==> src/rtl/fir_pkg.sv <==
// Shared defaults and state encoding for the FIR sequencing controller.
package fir_pkg;

  localparam int TAPS_DEF = 64;
  localparam int DW_DEF   = 16;
  localparam int AW_DEF   = 6;

  // Sequencer states: IDLE=0, LOAD_COEF=1, RUN=2
  typedef enum logic [1:0] {
    IDLE      = 2'd0,
    LOAD_COEF = 2'd1,
    RUN       = 2'd2
  } fir_state_e;

endpackage

==> src/rtl/fir_wrap_ctr.sv <==
// AW-bit address counter: synchronous clear, count enable, wraps TAPS-1 -> 0.
// at_last_o flags the final index so the owner can detect the end of a pass.
module fir_wrap_ctr #(
  parameter int AW   = 6,
  parameter int TAPS = 64
) (
  input  logic          clk_10kHz,
  input  logic          reset,
  input  logic          clr_i,
  input  logic          en_i,
  output logic [AW-1:0] cnt_o,
  output logic          at_last_o
);

  localparam logic [AW-1:0] LAST = AW'(TAPS - 1);

  logic [AW-1:0] cnt_q;
  logic [AW-1:0] cnt_d;

  // next count: clear wins over increment, increment wraps at the last tap
  always_comb begin
    cnt_d = cnt_q;
    if (clr_i) begin
      cnt_d = '0;
    end else if (en_i) begin
      cnt_d = (cnt_q == LAST) ? '0 : cnt_q + 1'b1;
    end
  end

  // count register
  always_ff @(posedge clk_10kHz or posedge reset) begin
    if (reset) begin
      cnt_q <= '0;
    end else begin
      cnt_q <= cnt_d;
    end
  end

  assign cnt_o     = cnt_q;
  assign at_last_o = (cnt_q == LAST);

endmodule

==> src/rtl/fir_seq_ctrl.sv <==
// FIR sequencing controller: loads TAPS coefficients after a start pulse,
// then streams samples into a circular buffer and pulses frame_start for
// every sample written once the buffer is full.
// Optional feature: define FIR_SEQ_RELOAD_EN to add the coef_reload input,
// which sends a running block back to coefficient loading.
module fir_seq_ctrl
  import fir_pkg::*;
#(
  parameter int TAPS = TAPS_DEF,
  parameter int DW   = DW_DEF,
  parameter int AW   = AW_DEF
) (
  input  logic          clk_10kHz,
  input  logic          reset,
  input  logic          start,
`ifdef FIR_SEQ_RELOAD_EN
  input  logic          coef_reload,
`endif
  input  logic          coef_valid,
  input  logic [DW-1:0] coef_data,
  output logic          coef_ready,
  input  logic          samp_valid,
  input  logic [DW-1:0] samp_data,
  output logic          samp_ready,
  output logic [DW-1:0] cin,
  output logic [AW-1:0] caddr,
  output logic          cload,
  output logic [DW-1:0] xin,
  output logic [AW-1:0] xaddr,
  output logic          xload,
  output logic          frame_start,
  output logic          primed,
  output logic          busy
);

  localparam logic [AW:0] FILL_MAX  = (AW + 1)'(TAPS);
  localparam logic [AW:0] FILL_LAST = (AW + 1)'(TAPS - 1);

  fir_state_e    state_q, state_d;
  logic          enter_load;
  logic          reload_req;
  logic          coef_acc;
  logic          samp_acc;

  logic [AW-1:0] cidx;
  logic          cidx_last;
  logic [AW-1:0] wptr;
  logic          wptr_last;

  logic          cload_q;
  logic [AW-1:0] caddr_q;
  logic [DW-1:0] cin_q;
  logic          xload_q;
  logic [AW-1:0] xaddr_q;
  logic [DW-1:0] xin_q;
  logic [AW:0]   fill_q;
  logic          primed_q;
  logic          frame_start_q;

`ifdef FIR_SEQ_RELOAD_EN
  assign reload_req = (state_q == RUN) && coef_reload;
`else
  assign reload_req = 1'b0;
`endif

  // handshakes depend only on the registered state, never on the valids
  assign coef_acc = coef_valid && (state_q == LOAD_COEF);
  assign samp_acc = samp_valid && (state_q == RUN);

  // next state, ready/busy outputs and the load-entry clear
  always_comb begin
    state_d    = state_q;
    enter_load = 1'b0;
    coef_ready = 1'b0;
    samp_ready = 1'b0;
    busy       = 1'b1;
    case (state_q)
      IDLE: begin
        busy = 1'b0;
        if (start) begin
          state_d    = LOAD_COEF;
          enter_load = 1'b1;
        end
      end
      LOAD_COEF: begin
        coef_ready = 1'b1;
        if (coef_valid && cidx_last) begin
          state_d = RUN;
        end
      end
      RUN: begin
        samp_ready = 1'b1;
        if (reload_req) begin
          state_d    = LOAD_COEF;
          enter_load = 1'b1;
        end
      end
      default: begin
        state_d = IDLE;
        busy    = 1'b0;
      end
    endcase
  end

  // state register
  always_ff @(posedge clk_10kHz or posedge reset) begin
    if (reset) begin
      state_q <= IDLE;
    end else begin
      state_q <= state_d;
    end
  end

  fir_wrap_ctr #(.AW(AW), .TAPS(TAPS)) u_coef_idx (
    .clk_10kHz (clk_10kHz),
    .reset     (reset),
    .clr_i     (enter_load),
    .en_i      (coef_acc),
    .cnt_o     (cidx),
    .at_last_o (cidx_last)
  );

  fir_wrap_ctr #(.AW(AW), .TAPS(TAPS)) u_samp_wptr (
    .clk_10kHz (clk_10kHz),
    .reset     (reset),
    .clr_i     (enter_load),
    .en_i      (samp_acc),
    .cnt_o     (wptr),
    .at_last_o (wptr_last)
  );

  // coefficient memory write port: strobe for one cycle, address/data hold
  always_ff @(posedge clk_10kHz or posedge reset) begin
    if (reset) begin
      cload_q <= 1'b0;
      caddr_q <= '0;
      cin_q   <= '0;
    end else begin
      cload_q <= coef_acc;
      if (coef_acc) begin
        caddr_q <= cidx;
        cin_q   <= coef_data;
      end
    end
  end

  // sample memory write port: same one-cycle strobe, written at the write pointer
  always_ff @(posedge clk_10kHz or posedge reset) begin
    if (reset) begin
      xload_q <= 1'b0;
      xaddr_q <= '0;
      xin_q   <= '0;
    end else begin
      xload_q <= samp_acc;
      if (samp_acc) begin
        xaddr_q <= wptr;
        xin_q   <= samp_data;
      end
    end
  end

  // fill level and primed flag; primed rises with the strobe of the TAPS-th write.
  // A reload clears both on the same edge, so a sample taken then cannot prime.
  always_ff @(posedge clk_10kHz or posedge reset) begin
    if (reset) begin
      fill_q   <= '0;
      primed_q <= 1'b0;
    end else if (enter_load) begin
      fill_q   <= '0;
      primed_q <= 1'b0;
    end else if (samp_acc) begin
      if (fill_q != FILL_MAX) begin
        fill_q <= fill_q + 1'b1;
      end
      if (fill_q == FILL_LAST) begin
        primed_q <= 1'b1;
      end
    end
  end

  // frame pulse one cycle after any sample write seen with the buffer primed
  always_ff @(posedge clk_10kHz or posedge reset) begin
    if (reset) begin
      frame_start_q <= 1'b0;
    end else begin
      frame_start_q <= xload_q && primed_q;
    end
  end

  assign cload       = cload_q;
  assign caddr       = caddr_q;
  assign cin         = cin_q;
  assign xload       = xload_q;
  assign xaddr       = xaddr_q;
  assign xin         = xin_q;
  assign primed      = primed_q;
  assign frame_start = frame_start_q;

endmodule

==> config.mk <==
export PLATFORM = sky130hd
export DESIGN_NAME = fir_seq_ctrl
export DESIGN_NICKNAME = d
export VERILOG_FILES = /design/src/rtl/fir_pkg.sv /design/src/rtl/fir_wrap_ctr.sv /design/src/rtl/fir_seq_ctrl.sv
export SDC_FILE = /design/constraint.sdc
export NUM_CORES = 1
export LEC_CHECK = 0
export BUFFER_PORTS_ARGS = -buffer_cell sky130_fd_sc_hd__buf_2
export CORE_MARGIN = 5
export CORE_UTILIZATION = 40
export CTS_CLUSTER_DIAMETER = 100
export DETAILED_ROUTE_END_ITERATION = 7
export PLACE_DENSITY = 0.61
export SLEW_MARGIN = 20
export SYNTH_ARGS = -nofsm -noshare
export SYNTH_HDL_FRONTEND = slang
export SYNTH_HIERARCHICAL = 1
export SYNTH_SLANG_ARGS = --single-unit
export TNS_END_PERCENT = 1
==> constraint.sdc <==
create_clock -name clk_10kHz -period 2.7 [get_ports clk_10kHz]
set_clock_uncertainty 0.1 [all_clocks]
set_input_delay 0.54 -clock clk_10kHz [delete_from_list [all_inputs] [get_ports clk_10kHz]]
set_output_delay 0.54 -clock clk_10kHz [all_outputs]
set_load 0.02 [all_outputs]
==> results.json <==
{
  "stdcell_count": 430,
  "cts_root_buf": "clkbuf_8",
  "required_ps": 2060,
  "gp_congestion": 0.785,
  "hold_viol": 0,
  "setup_tns_ps": 0,
  "grt_antenna_before_repair": 0,
  "hold_class": "in -> async",
  "grt_pass1_vias": 1961,
  "critical_path.max_fanout": 8,
  "drive_above_1_share_pct": 47.1,
  "layout.nets": 371,
  "status": "finished, final reports clean",
  "cp_top_family": "flip-flops",
  "synth-warning-count": 6,
  "pre_cts_ws_ps": 764,
  "power_density_nw_per_um2": 787,
  "max_cap_viol_count": 0,
  "clock-sinks": 69,
  "core_sq_um": 7210,
  "crit_path_start_kind": "flop",
  "cp-end-kind": "primary output",
  "synth_area_sq_um": 2950,
  "critPathSlowestCell": "dfrtp_1",
  "switching_power_mw": 0.964,
  "detail_route.wl_per_cell_um": 13.1,
  "grtUsageMet1_pct": 16.1,
  "place_inst": 414,
  "syn_to_final_growth_pct": 24.1,
  "met3_usage_pct": 4.07,
  "row_count": 31,
  "ioPinCount": 88,
  "design_area_sq_um": 3660,
  "worst_slack_ps": 666,
  "worstPathCellList": "inv_1 > ha_1 > buf_2",
  "max-vdd-ir-drop_mv": 0.219,
  "setup_viol_count_final": 0,
  "post_cts_buffers": 0,
  "grt_max_degree": 36,
  "post-route-min-period_ps": 2030,
  "final_core_util_pct": 50.8,
  "rsz0062_at_grt": "false",
  "initial_core_util_pct": 40.9,
  "slew_headroom_pct": 66.9,
  "p_int_mw": 1.92,
  "fin_hold_ws_ps": 38.0,
  "post-route-period-util_pct": 75.3,
  "cts-htree-levels": 3,
  "pwr-share-seq_pct": 46.6,
  "cts_resized": 0,
  "gr-usage-all-layers_pct": 13.0,
  "p_clk_share_pct": 23.9,
  "postSynthAreaPerCell_sq_um": 12.8,
  "clock_path_buffers": 2,
  "cts_made_buffers": 9,
  "hold_buffers": 0,
  "clk_latency_ps": 340,
  "synth_cells": 231,
  "port_buffers": 87,
  "num_vias": 2039,
  "p_sw_share_pct": 33.4,
  "grt_pass1_wl_mm": 9.08,
  "placed_cell_area_sq_um": 3500,
  "arrival_ps": 1390,
  "post-route-drc-count": 0,
  "dp_hpwl_mm": 4.21,
  "wl_mm": 5.64,
  "drt_iter0_markers": 32,
  "die_h_um": 95.9,
  "leakagePower_nw": 1.90,
  "antenna_left": 0,
  "fmax_ghz": 0.492,
  "vias_per_cell": 4.74,
  "busiest_layer": "met2",
  "die-area_sq_um": 9200,
  "cts_tree": "built",
  "worst-setup-path-type": "reg -> out",
  "die_w_um": 95.9,
  "gr-total-overflow": 0,
  "combinationalPowerShare_pct": 29.5,
  "path_buf_inv": 2,
  "power_mw": 2.88,
  "synth_fp_nets": 276,
  "use_met2_pct": 20.2,
  "worstMarginPinSlew_ps": 495,
  "slew_violations": 0,
  "slowest_delay_ps": 390,
  "n_antenna_cell": 0,
  "r2r_start": "state_q[0]$_DFFE_PP0P_",
  "startpoint": "state_q[0]$_DFFE_PP0P_",
  "drt_pass1_iterations": 4,
  "cts.clk_slew.worst_paths_ps": 70
}
-- registers in the layout (all words and copies together) (netlist names) --
name,flops
cin,16
primed,1
u_samp_wptr/cnt_o,6
frame_start,1
caddr,6
state_q,2
xin,16
xaddr,6
fill_q,7
u_coef_idx/cnt_o,6
xload,1
cload,1
-- placed cells by master, fill, tap and decap left out --
master / n
or3_1: 6
a31oi_1: 1
and3_1: 1
o21ai_0: 8
inv_2: 1
nand2_2: 1
nor3_1: 1
nor2_1: 8
nor2b_1: 3
mux2_2: 47
dfrtp_1: 69
buf_2: 87
clkbuf_1: 2
o211ai_1: 2
inv_1: 11
a21oi_1: 13
a211oi_1: 1
buf_4: 3
and2_1: 1
nand2_1: 14
xor2_1: 4
nor4b_1: 1
nand4_1: 6
clkinv_2: 4
nand2b_1: 2
clkinvlp_4: 1
nand4_2: 1
a31o_2: 1
buf_12: 1
mux2i_1: 4
clkbuf_8: 9
o32a_1: 1
nand3_1: 8
ha_1: 8
-- worst paths after layout --
path,endpoint,slack (ps),cells past startpoint
max,samp_ready,670,3
min,u_samp_wptr/cnt_o[2]$_DFFE_PP0P_,40,2
max reg2reg,u_samp_wptr/cnt_o[5]$_DFFE_PP0P_,750,7
min reg2reg,cin[0]$_DFFE_PP0P_,400,1
max in group asynchronous,caddr[4]$_DFFE_PP0P_,1800,3
min in group clk_10kHz,cin[15]$_DFFE_PP0P_,340,2
-- layout make-up --
class                   count  area, sq um
repair buffers             91          478
fillers                   681         3550
clock buffers              11          131
well taps                  99          124
inverters                  12         45.0
flip-flops and latches     69         1730
multi-input cells         143         1130
clock inverters             5         27.5
-- worst register-to-register path: stages, from the launching register on --
cell	delay (ps)
dfrtp_1	390
inv_1	110
ha_1	330
nand2_2	80
inv_1	200
nand4_1	140
or3_1	360
a21oi_1	150
-- power groups by stage --
| stage | Sequential [mW] | Clock (mW) | Combinational (mW) |
|---|---|---|---|
| 4_1_cts | 1.34 | 0.723 | 0.869 |
| 6_report | 1.34 | 0.691 | 0.850 |
| 3_3_place_gp | 1.36 | 0 | 0.855 |
| 3_5_place_dp | 1.37 | 0 | 0.867 |
| 2_1_floorplan | 1.55 | 0 | 0.397 |
| 5_1_grt | 1.37 | 0.769 | 0.926 |
-- per-layer routing --
metal,vias up,share of wire [%]
met1,977,45
met3,6,6.4
met4,0,1.7
met2,54,47
met5,-,0
li1,1002,-
Note: power is estimated with default switching activity, not from simulation.
